`config.mk`:
```
export PLATFORM = sky130hd
export DESIGN_NAME = stepper_phase_monitor
export DESIGN_NICKNAME = d
export VERILOG_FILES = /design/src/rtl/stepper_phase_monitor.sv
export SDC_FILE = /design/constraint.sdc
export NUM_CORES = 1
export LEC_CHECK = 0
export BUFFER_PORTS_ARGS = -buffer_cell sky130_fd_sc_hd__buf_2
export CAP_MARGIN = 10
export CORE_AREA = 4 4 81 83
export DETAILED_ROUTE_END_ITERATION = 6
export DIE_AREA = 0 0 85 87
export GPL_TIMING_DRIVEN = 0
export PLACE_DENSITY_LB_ADDON = 0.25
export SYNTH_ARGS = -nofsm -noshare
export SYNTH_HDL_FRONTEND = slang
export SYNTH_SLANG_ARGS = --single-unit
```
`constraint.sdc`:
```
create_clock -name clk -period 5.25 [get_ports clk]
set_input_delay 0.2625 -clock clk [delete_from_list [all_inputs] [get_ports clk]]
set_output_delay 0.2625 -clock clk [all_outputs]
set_load 0.005 [all_outputs]
```
`src/rtl/stepper_phase_monitor.sv`:
```
// Decodes a one-hot stepper coil-phase bus into step pulses, direction, wrapped position and revolution count.
// Define STEPPER_PHASE_MON_SYNC_EN to add a 2-flop synchroniser when the driver runs on an unrelated clock.
module stepper_phase_monitor #(
  parameter int STEPS_PER_REV = 2048,
  parameter int POS_W         = 12,
  parameter int REV_W         = 8,
  parameter int IDLE_CYCLES   = 1000000
) (
  input  logic             clk,
  input  logic             rst,
  input  logic [3:0]       signal,
  input  logic             clr,
  output logic             step_pulse,
  output logic             step_dir,
  output logic [POS_W-1:0] position,
  output logic [REV_W-1:0] revs,
  output logic             moving,
  output logic             err
);

  localparam int               CNT_W     = $clog2(IDLE_CYCLES + 1);
  localparam logic [POS_W-1:0] POS_MAX   = POS_W'(STEPS_PER_REV - 1);
  localparam logic [CNT_W-1:0] IDLE_LOAD = CNT_W'(IDLE_CYCLES);

  logic [3:0]       s_q;
  logic             have_phase;
  logic [1:0]       last_phase;
  logic [CNT_W-1:0] idle_cnt;

  logic             code_idle;
  logic             code_legal;
  logic [1:0]       new_phase;
  logic [1:0]       delta;
  logic             step_fwd;
  logic             step_rev;
  logic             err_det;

`ifdef STEPPER_PHASE_MON_SYNC_EN
  logic [3:0] sync_1;
  logic [3:0] sync_2;

  always_ff @(posedge clk or posedge rst) begin
    if (rst) begin
      sync_1 <= '0;
      sync_2 <= '0;
      s_q    <= '0;
    end else begin
      sync_1 <= signal;
      sync_2 <= sync_1;
      s_q    <= sync_2;
    end
  end
`else
  // NOTE: sequential state is always assigned with <= so every flop samples pre-edge values.
  always_ff @(posedge clk or posedge rst) begin
    if (rst) s_q <= '0;
    else     s_q <= signal;
  end
`endif

  // NOTE: every combinational output gets a default first, so no path can infer a latch.
  always_comb begin
    code_idle  = 1'b0;
    code_legal = 1'b0;
    new_phase  = 2'd0;
    case (s_q)
      4'b0000: code_idle = 1'b1;
      4'b0001: begin code_legal = 1'b1; new_phase = 2'd0; end
      4'b0010: begin code_legal = 1'b1; new_phase = 2'd1; end
      4'b0100: begin code_legal = 1'b1; new_phase = 2'd2; end
      4'b1000: begin code_legal = 1'b1; new_phase = 2'd3; end
      default: ;
    endcase
    // 2-bit subtraction gives the phase distance modulo 4 for free.
    delta    = new_phase - last_phase;
    step_fwd = have_phase && code_legal && (delta == 2'd1);
    step_rev = have_phase && code_legal && (delta == 2'd3);
    err_det  = (!code_legal && !code_idle) ||
               (have_phase && code_legal && (delta == 2'd2));
  end

  always_ff @(posedge clk or posedge rst) begin
    if (rst) begin
      have_phase <= 1'b0;
      last_phase <= 2'd0;
    end else if (code_legal) begin
      have_phase <= 1'b1;
      last_phase <= new_phase;
    end else if (!code_idle) begin
      have_phase <= 1'b0;
    end
  end

  always_ff @(posedge clk or posedge rst) begin
    if (rst) begin
      step_pulse <= 1'b0;
      step_dir   <= 1'b0;
      position   <= '0;
      revs       <= '0;
      err        <= 1'b0;
    end else begin
      step_pulse <= step_fwd || step_rev;
      if (step_fwd || step_rev) step_dir <= step_fwd;

      // A same-cycle clear overrides the step for position/revs only.
      if (clr) begin
        position <= '0;
        revs     <= '0;
      end else if (step_fwd) begin
        if (position == POS_MAX) begin
          position <= '0;
          revs     <= revs + REV_W'(1);
        end else begin
          position <= position + POS_W'(1);
        end
      end else if (step_rev) begin
        if (position == '0) begin
          position <= POS_MAX;
          revs     <= revs - REV_W'(1);
        end else begin
          position <= position - POS_W'(1);
        end
      end

      if (err_det)  err <= 1'b1;
      else if (clr) err <= 1'b0;
    end
  end

  // idle_cnt holds the number of step-free cycles left before moving drops.
  always_ff @(posedge clk or posedge rst) begin
    if (rst) begin
      moving   <= 1'b0;
      idle_cnt <= '0;
    end else if (step_fwd || step_rev) begin
      moving   <= 1'b1;
      idle_cnt <= IDLE_LOAD;
    end else if (moving) begin
      if (idle_cnt == CNT_W'(1)) begin
        moving   <= 1'b0;
        idle_cnt <= '0;
      end else begin
        idle_cnt <= idle_cnt - CNT_W'(1);
      end
    end
  end

endmodule
```
==> flow_summary.json, run 1 <==
{
  "hold_buffers": 1,
  "status": "finished, final reports clean",
  "cp_slowest_cell": "or4_1",
  "ys_seq_area_share_pct": 37.61,
  "place_ws_ns": 1.211,
  "maxSlewViolCount": 0,
  "cts_max_level": 2,
  "fin_ws_ns": 1.091,
  "synth_area_per_cell_um2": 8.634,
  "cpPeakStageDelay_ns": 0.64,
  "ff2ff_path_depth": 15,
  "drcViolationCount": 0,
  "cp_num_cells": 15,
  "fin_nets": 451,
  "synth_area_leader_cell": "dfrtp_1",
  "initial_utilization_pct": 58.00,
  "ys_types": 68,
  "dieArea_um2": 7395,
  "cp_max_fo": 10,
  "drt-initial-drc-count": 275,
  "final_hold_viol_count": 0,
  "yosysMostFrequentCell": "dfrtp_1",
  "finalCritPeriodShare_pct": 79.23,
  "crit_top_cell": "xnor2_1",
  "synthTopCellsByCount": "51 x dfrtp_1, 36 x o21ai_0, 31 x nand2_1, 31 x nor2_1, 29 x a21oi_1",
  "peakVddDrop_v": 0.0002872,
  "max-slew-margin-rel_pct": 58.17,
  "fmax_mhz": 240.4,
  "synth_top_area_share_pct": 37.61,
  "powerDensity_nw_per_um2": 372.8,
  "synth_area_um2": 3393,
  "synth_edf_count": 0,
  "tns_ns": 0,
  "vias": 3194,
  "synthFlopType": "dfrtp_1",
  "rsz0062_at_grt": "false",
  "cp_top_family": "simple AND/OR/NAND/NOR gates",
  "ys_ff_latch": 51,
  "syn2layout_area_growth_pct": 10.77,
  "cts_made_buffers": 5,
  "firstDrtPassIters": 5,
  "cts_resized": 0,
  "root_buffer": "clkbuf_8",
  "design_area_um2": 3759,
  "die_y_um": 87,
  "viasPerCell": 6.300,
  "fin_crit_ns": 4.159,
  "netlist_instances": 393,
  "hpwl_um": 5680,
  "cts_setup_buffers": 0,
  "cts_tree": "done",
  "grt-ovfl-total": 0,
  "path_cells": "buf_2 -> xnor2_1 -> or3_1 -> ha_1 -> xnor2_1 -> or4_1 -> nand2_1 -> nand2_4 -> ha_1 -> nand3_1 -> o2111ai_1 -> o211ai_1 -> xnor2_1 -> or3_1 -> a21oi_1",
  "finalPower_mw": 1.401,
  "cts_sinks": 51,
  "grt_first_pass_wirelength_um": 13830,
  "cellLeakagePower_nw": 1.599,
  "wire_per_inst_um": 15.82,
  "cp.arrival_ns": 4.40,
  "grt_pass1_vias": 3048,
  "path_class": "reg -> reg",
  "cp-end-kind": "register",
  "placed_cell_area_um2": 3652,
  "antenna_found_initial": 0,
  "finClkSkew_ns": 0.009689,
  "io_pins": 31,
  "gr-usage-all-layers_pct": 22.79,
  "final-setup-viol-count": 0,
  "core_um2": 5851,
  "layout.cells.non_filler": 507,
  "cap_violations": 0,
  "hold_class": "in -> reg",
  "num_rows": 28,
  "async_reset_ff_share_pct": 100.0,
  "startpoint_type": "register",
  "totalWireLength_um": 8023,
  "drive_gt1_share_pct": 12.73,
  "hold_depth": 1,
  "post-route-util_pct": 64.24,
  "clk_latency_ns": 0.32,
  "path_buf_inv": 1,
  "yosys_warnings": 0,
  "worst_pin_slew_ns": 0.6187,
  "final_antenna_net_count": 0,
  "cts_buffer_depth": 2,
  "ys_top_cells_by_area": "dfrtp_1 38%, o21ai_0 5.3%, ha_1 4.4%",
  "synthesis.nets": 413,
  "routabilityCongestion": 0.9148,
  "clk_pin_slew_ns": 0.11,
  "grt_max_degree": 38,
  "die_w_um": 85,
  "cp.required_ns": 5.49,
  "holdWs_ns": 0.03499,
  "port_buffers": 29,
  "antenna_cells": 0,
  "placed_cells_incl_taps": 498,
  "num-fill-cells": 523
}
power by group:
part / leakage (nW) / switching, mW / internal (mW) / total [mW]
Combinational: 0.896 / 0.336 / 0.221 / 0.557
Sequential: 0.657 / 0.102 / 0.489 / 0.591
Clock: 0.0463 / 0.155 / 0.0984 / 0.253
registers in the layout (all words and copies together) (netlist names):
name and cells:
err 1, have_phase 1, idle_cnt 20, last_phase 2, moving 1, position 12
revs 8, s_q 4, step_dir 1, step_pulse 1
cell type report:
class	instances	area, um^2	share of cell area [%]
multi-input cells	304	1949	51.86
flip-flops and latches	51	1276	33.95
repair buffers	31	175.2	4.660
plain buffers	24	105.1	2.796
well taps	75	93.84	2.497
clock buffers	5	68.82	1.831
inverters	14	62.56	1.664
clock inverters	3	27.53	0.7324
placed cells by master (no fill, tap or decap), drive strengths merged, types with 3 or more instances in the layout:
cell type	n
or3	11
dfrtp	51
nor3	15
buf	36
nor4	8
and3	5
or4	3
ha	12
o31ai	7
clkbuf	23
and2	5
clkinv	3
nor4b	3
o21ai	37
nand3	15
nand4	5
inv	13
a21oi	29
nor2	31
xor2	4
xnor2	12
mux2i	4
nand2	32
o21a	6
o211ai	4
o2111ai	3
nand2b	5
a2111oi	3
o22ai	3
worst paths after layout:
kind | start | end | slack [ns]
setup / recovery | s_q[1] | revs[7] | 1.09
hold / removal | signal[0] | s_q[0] | 0.03
setup reg to reg | s_q[1] | revs[7] | 1.09
hold reg to reg | step_dir | step_dir | 0.50
max in group asynchronous | rst | revs[7] | 4.29
min in group asynchronous | rst | last_phase[1] | 0.44
logic make-up (layout without fill, tap and decap cells):
kind of cell	after synthesis	in the layout	share of synthesized area, %
compound gates	118	118	23.12
xor+xnor	16	16	4.130
fa+ha+maj	13	13	5.015
buf+inv	38	77	4.941
flops	51	51	37.61
mux	4	4	1.180
simple gates	153	153	24.00
per-layer routing:
| metal | up-vias | GRT usage (%) | share of wire (%) |
|---|---|---|---|
| li1 | 1539 | - | - |
| met1 | 1536 | 29.40 | 45 |
| met2 | 108 | 38.21 | 48 |
| met3 | 11 | 4.730 | 5.6 |
| met4 | 0 | 7.770 | 1.0 |
| met5 | - | 0 | 0 |
(Power assumes the default switching activity.)
==> inputs of run 2 (changes only) <==
- CORE_AREA: 4 4 81 83 -> 4 4 85 87
- DIE_AREA: 0 0 85 87 -> 0 0 89 91
- clock period: 5.25 -> 3.65 ns (I/O delays scaled with it)
==> flow_summary.json, run 2 (synthesis gave the netlist of run 1 again) <==
{
  "status": "finished, final reports clean",
  "drive_gt1_share_pct": 18.83,
  "layout.cells.non_filler": 523,
  "final-setup-viol-count": 0,
  "routabilityCongestion": 0.9348,
  "layout_commonest_cell": "dfrtp_1",
  "tns_ns": 0,
  "cts_tree": "done",
  "fin_nets": 465,
  "startpoint_type": "register",
  "use_met1_pct": 27.33,
  "peakVddDrop_v": 0.0002970,
  "vias": 3230,
  "rsz0062_at_grt": "true",
  "grt_most_used_layer": "met2",
  "hold_class": "in -> reg",
  "regMostFlops": "idle_cnt",
  "path_class": "reg -> reg",
  "placed_cells_incl_taps": 500,
  "wire_per_inst_um": 16.03,
  "grt_max_degree": 39,
  "post-route-util_pct": 64.22,
  "r2r-start": "s_q[1]",
  "viasPerCell": 6.176,
  "fin_crit_ns": 3.609,
  "grt_use_met3_pct": 3.439,
  "root_buffer": "clkbuf_8",
  "num-fill-cells": 505,
  "gr-usage-all-layers_pct": 20.74,
  "firstDrtPassIters": 5,
  "cellLeakagePower_nw": 1.710,
  "hold_end": "position[6]",
  "timing.rr.end": "revs[7]",
  "num_rows": 29,
  "cts_made_buffers": 5,
  "grt-ovfl-total": 0,
  "largest_reg_flops": 20,
  "grt_first_pass_wirelength_um": 13750,
  "cp-end-kind": "register",
  "gr-usage-met2_pct": 35.52,
  "path_cells": "buf_6 -> xnor2_4 -> or3_1 -> ha_2 -> xnor2_2 -> or4_4 -> nand2_8 -> nand2_8 -> ha_4 -> nand3_4 -> o2111ai_2 -> o211ai_1 -> xnor2_1 -> or3_1 -> a21oi_1",
  "antenna_found_initial": 0,
  "antenna_cells": 0,
  "finClkSkew_ns": 0.008595,
  "totalWireLength_um": 8386,
  "drcViolationCount": 0,
  "hpwl_um": 5581,
  "drt-initial-drc-count": 247,
  "final_hold_viol_count": 0,
  "final_antenna_net_count": 0,
  "core_um2": 6350,
  "fmax_mhz": 277.1,
  "syn2layout_area_growth_pct": 20.17,
  "cts_max_level": 2,
  "dieArea_um2": 8099,
  "die_w_um": 89,
  "reg2reg_setup_slack_ns": 0.04,
  "cpPeakStageDelay_ns": 0.59,
  "ff2ff_path_depth": 15,
  "clk_latency_ns": 0.32,
  "clk_pin_slew_ns": 0.11,
  "finalPower_mw": 2.103,
  "port_buffers": 29,
  "hold_start": "clr",
  "cts_sinks": 51,
  "maxSlewViolCount": 0,
  "die_y_um": 91,
  "cp.required_ns": 3.89,
  "initial_utilization_pct": 53.44,
  "worst_pin_slew_ns": 0.7573,
  "grt_pass1_vias": 2975,
  "cts_buffer_depth": 2,
  "max-slew-margin-rel_pct": 49.21,
  "hold_depth": 2,
  "cap_violations": 0,
  "fin_ws_ns": 0.04130,
  "place_ws_ns": -0.2703,
  "io_pins": 31,
  "powerDensity_nw_per_um2": 515.8,
  "finalCritPeriodShare_pct": 98.87,
  "cp.arrival_ns": 3.85,
  "layout_common_cells": "51 x dfrtp_1, 35 x o21ai_0, 31 x nor2_1, 31 x buf_2, 30 x nand2_1",
  "cp_slowest_cell": "or4_4",
  "largestRegisters": "idle_cnt x20, position x12, revs x8",
  "setup.worst_path.start": "s_q[1]",
  "cp_max_fo": 8
}
run 2: cell count changes in the layout (fill, tap and decap cells not counted), moves of 2 or more:
cell	previous run	this run
buf_6	1	3
nand2_8	0	2
dlygate4sd3_1	1	5
buf_4	1	11
xnor2_1	12	10
a21oi_1	29	27
ha_1	12	6
ha_4	0	5
clkinv_4	3	1
run 2: cell type report:
| type | instances | area (um^2) | share of cell area, % |
|---|---|---|---|
| Clock buffer | 5 | 68.82 | 1.688 |
| Inverter | 14 | 65.06 | 1.596 |
| Timing Repair Buffer | 46 | 301.5 | 7.395 |
| Tap cell | 77 | 96.34 | 2.363 |
| Sequential cell | 51 | 1276 | 31.30 |
| Clock inverter | 3 | 46.29 | 1.135 |
| Buffer | 23 | 107.6 | 2.639 |
| Multi-Input combinational cell | 304 | 2116 | 51.89 |
run 2: how the worst max path moves through the flow:
stage | to | slack, ns | depth (start not counted)
2_1_floorplan | revs[7] | 0.04 | 15
5_1_grt | revs[7] | -0.13 | 15
3_5_place_dp | revs[7] | -0.27 | 15
4_1_cts | revs[7] | 0.0004 | 15
6_report | revs[7] | 0.04 | 15
3_3_place_gp | revs[7] | -0.23 | 15
run 2: what timing repair did:
action / 4_1_cts / 5_1_grt
hold endpoints to repair: 17 / 0
buffers inserted: 0 / 11
resized for setup: 9 / 20
pin swaps: 1 / 13
setup endpoints to repair: 2 / 2
cloned: 0 / 0
hold buffers: 5 / 0
run 2: worst max-delay path: cells and delay by family, from the launching register on:
family	cells	cell delay [ns]
xor gates and xnor gates	3	0.43
and+or+nand+nor	6	1.59
DFF	1	0.42
AOI/OAI and AO/OA	3	0.44
adders and majority gates	2	0.51
buffers and inverters	1	0.14
run 2: through the flow:
stage | hold slack (ns) | cell area, um^2
global route | 0.3371 | 4078
detailed placement | 0.1693 | 3657
global placement | 0.2915 | 3637
floorplan | 0.2139 | 3396
CTS | 0.3179 | 3902
finish | 0.3350 | 4078
run 2: power breakdown:
group / leakage (nW) / total (mW) / internal [mW] / switching (mW)
Combinational: 0.998 / 0.823 / 0.340 / 0.483
Clock: 0.0548 / 0.423 / 0.207 / 0.216
Sequential: 0.657 / 0.857 / 0.704 / 0.153
Total: 1.71 / 2.10 / 1.25 / 0.852
run 2: per-layer routing:
layer	part of all wire (%)	wire (um)
met5	0	0
met4	1.3	109
met3	4.4	369
met2	49	4146
met1	45	3760
==> inputs of run 3 (changes only) <==
- CORE_AREA: 4 4 85 87 -> 4 4 81 83
- DIE_AREA: 0 0 89 91 -> 0 0 85 87
- clock period: 3.65 -> 4 ns (I/O delays scaled with it)
==> flow_summary.json, run 3 (synthesis gave the netlist of run 1 again) <==
{
  "status": "finished, final reports clean",
  "cp.arrival_ns": 4.06,
  "wire_per_inst_um": 15.93,
  "fmax_mhz": 262.2,
  "regMostFlops": "idle_cnt",
  "num_rows": 28,
  "totalWireLength_um": 8155,
  "p_sw_mw": 0.7846,
  "cp_slowest_cell": "or4_4",
  "hold_end": "position[6]",
  "io_pins": 31,
  "finalCritPeriodShare_pct": 95.36,
  "cap_violations": 0,
  "viasPerCell": 6.268,
  "clk_latency_ns": 0.32,
  "antenna_cells": 0,
  "fin_ws_ns": 0.1858,
  "place_ws_ns": -0.03859,
  "largest_reg_flops": 20,
  "startpoint_type": "register",
  "reg2reg_setup_slack_ns": 0.19,
  "p_sw_share_pct": 42.37,
  "cp_max_fo": 10,
  "fin_crit_ns": 3.814,
  "cts_made_buffers": 5,
  "final_antenna_net_count": 0,
  "ff2ff_path_depth": 15,
  "routabilityCongestion": 0.9148,
  "layout_common_cells": "51 x dfrtp_1, 36 x o21ai_0, 31 x nor2_1, 31 x buf_2, 30 x nand2_1",
  "root_buffer": "clkbuf_8",
  "layout_commonest_cell": "dfrtp_1",
  "hold_depth": 2,
  "crit_top_cell": "xnor2_1",
  "path_class": "reg -> reg",
  "vias": 3209,
  "timing.rr.end": "revs[7]",
  "cts_sinks": 51,
  "fin_nets": 456,
  "holdWs_ns": 0.3421,
  "drt-initial-drc-count": 261,
  "r2r-start": "s_q[1]",
  "grt_max_degree": 38,
  "final_hold_viol_count": 0,
  "clk_pin_slew_ns": 0.11,
  "finClkSkew_ns": 0.01152,
  "gr-usage-all-layers_pct": 23.03,
  "cpPeakStageDelay_ns": 0.59,
  "initial_utilization_pct": 58.00,
  "peakVddDrop_v": 0.0003786,
  "grt_first_pass_wirelength_um": 13950,
  "drcViolationCount": 0,
  "cts_max_level": 2,
  "firstDrtPassIters": 5,
  "cp-end-kind": "register",
  "port_buffers": 29,
  "path_cells": "clkbuf_4 -> xnor2_1 -> or3_1 -> ha_1 -> xnor2_1 -> or4_4 -> nand2_4 -> nand2_8 -> ha_4 -> nand3_1 -> o2111ai_1 -> o211ai_1 -> xnor2_1 -> or3_1 -> a21oi_1",
  "cts_buffer_depth": 2,
  "worst_pin_slew_ns": 0.6143,
  "cellLeakagePower_nw": 1.618,
  "hold_start": "clr",
  "cts_tree": "done",
  "die_y_um": 87,
  "max-slew-margin-rel_pct": 58.47,
  "grt_pass1_vias": 3071,
  "final-setup-viol-count": 0,
  "hpwl_um": 5680,
  "maxSlewViolCount": 0,
  "core_um2": 5851,
  "dieArea_um2": 7395,
  "rsz0062_at_grt": "false",
  "antenna_found_initial": 0,
  "hold_class": "in -> reg",
  "cp.required_ns": 4.24,
  "grt-ovfl-total": 0,
  "drive_gt1_share_pct": 14.19,
  "powerDensity_nw_per_um2": 478.5,
  "syn2layout_area_growth_pct": 14.05,
  "die_w_um": 85,
  "p_seq_share_pct": 41.9,
  "largestRegisters": "idle_cnt x20, position x12, revs x8",
  "share_comb_of_total_power_pct": 40.1,
  "internal_power_mw": 1.067,
  "power_frac_clock_pct": 18.1
}
[run 3: repair_timing]
item                                    CTS  global route
gates resized for setup                   2             7
endpoints found under the hold margin    18             0
hold buffers                              5             0
endpoints found under the setup margin    1             1
pin swaps                                 0             1
setup buffers                             0             1
[run 3: worst max path at each step]
stage	startpoint	endpoint	cells after the start
after floorplan	s_q[1]	revs[7]	15
after CTS	s_q[1]	revs[7]	15
after global placement	s_q[1]	revs[7]	15
after global routing	s_q[1]	revs[7]	15
final	s_q[1]	revs[7]	15
after detailed placement	s_q[1]	revs[7]	15
[run 3: critical path: cells and delay by family, from the launching register on]
| kind | cells | cell delay, ns |
|---|---|---|
| and+or+nand+nor | 6 | 1.62 |
| AOI/OAI and AO/OA | 3 | 0.51 |
| adders and majority gates | 2 | 0.50 |
| xor gates and xnor gates | 3 | 0.49 |
| DFF | 1 | 0.40 |
| buffers and inverters | 1 | 0.20 |
[run 3: cell type report]
type	count	area (um^2)
multi-input combinational	304	2011
fill	497	1981
sequential	51	1276
timing repair buffer	36	222.7
buffer	24	107.6
tap	75	93.84
clock buffer	5	68.82
inverter	14	62.56
clock inverter	3	27.53
[run 3: routing by layer]
metal	GRT usage [%]	share of wire, %	vias to the layer above
met5	0	0	-
met1	29.40	44	1526
met3	4.730	6.1	15
li1	-	-	1549
met4	7.770	1.4	0
met2	39.05	48	119
[run 3: power by group through the flow]
stage / registers (mW) / logic [mW] / clock network (mW)
6_report: 0.775 / 0.742 / 0.335
3_5_place_dp: 0.783 / 0.722 / 0
3_3_place_gp: 0.779 / 0.694 / 0
4_1_cts: 0.773 / 0.731 / 0.339
2_1_floorplan: 0.758 / 0.552 / 0
5_1_grt: 0.803 / 0.846 / 0.364
[run 3: per-stage QoR]
step	util, %	cell area [um^2]	setup TNS (ns)	total power [mW]	instances
after CTS	65.03	3805	0	1.843	511
final	66.15	3870	0	1.852	512
after floorplan	-	3393	0	1.310	393
after global routing	66.15	3870	0	2.013	512
after detailed placement	62.43	3652	-0.03859	1.505	498
after global placement	62.08	3632	0	1.473	497
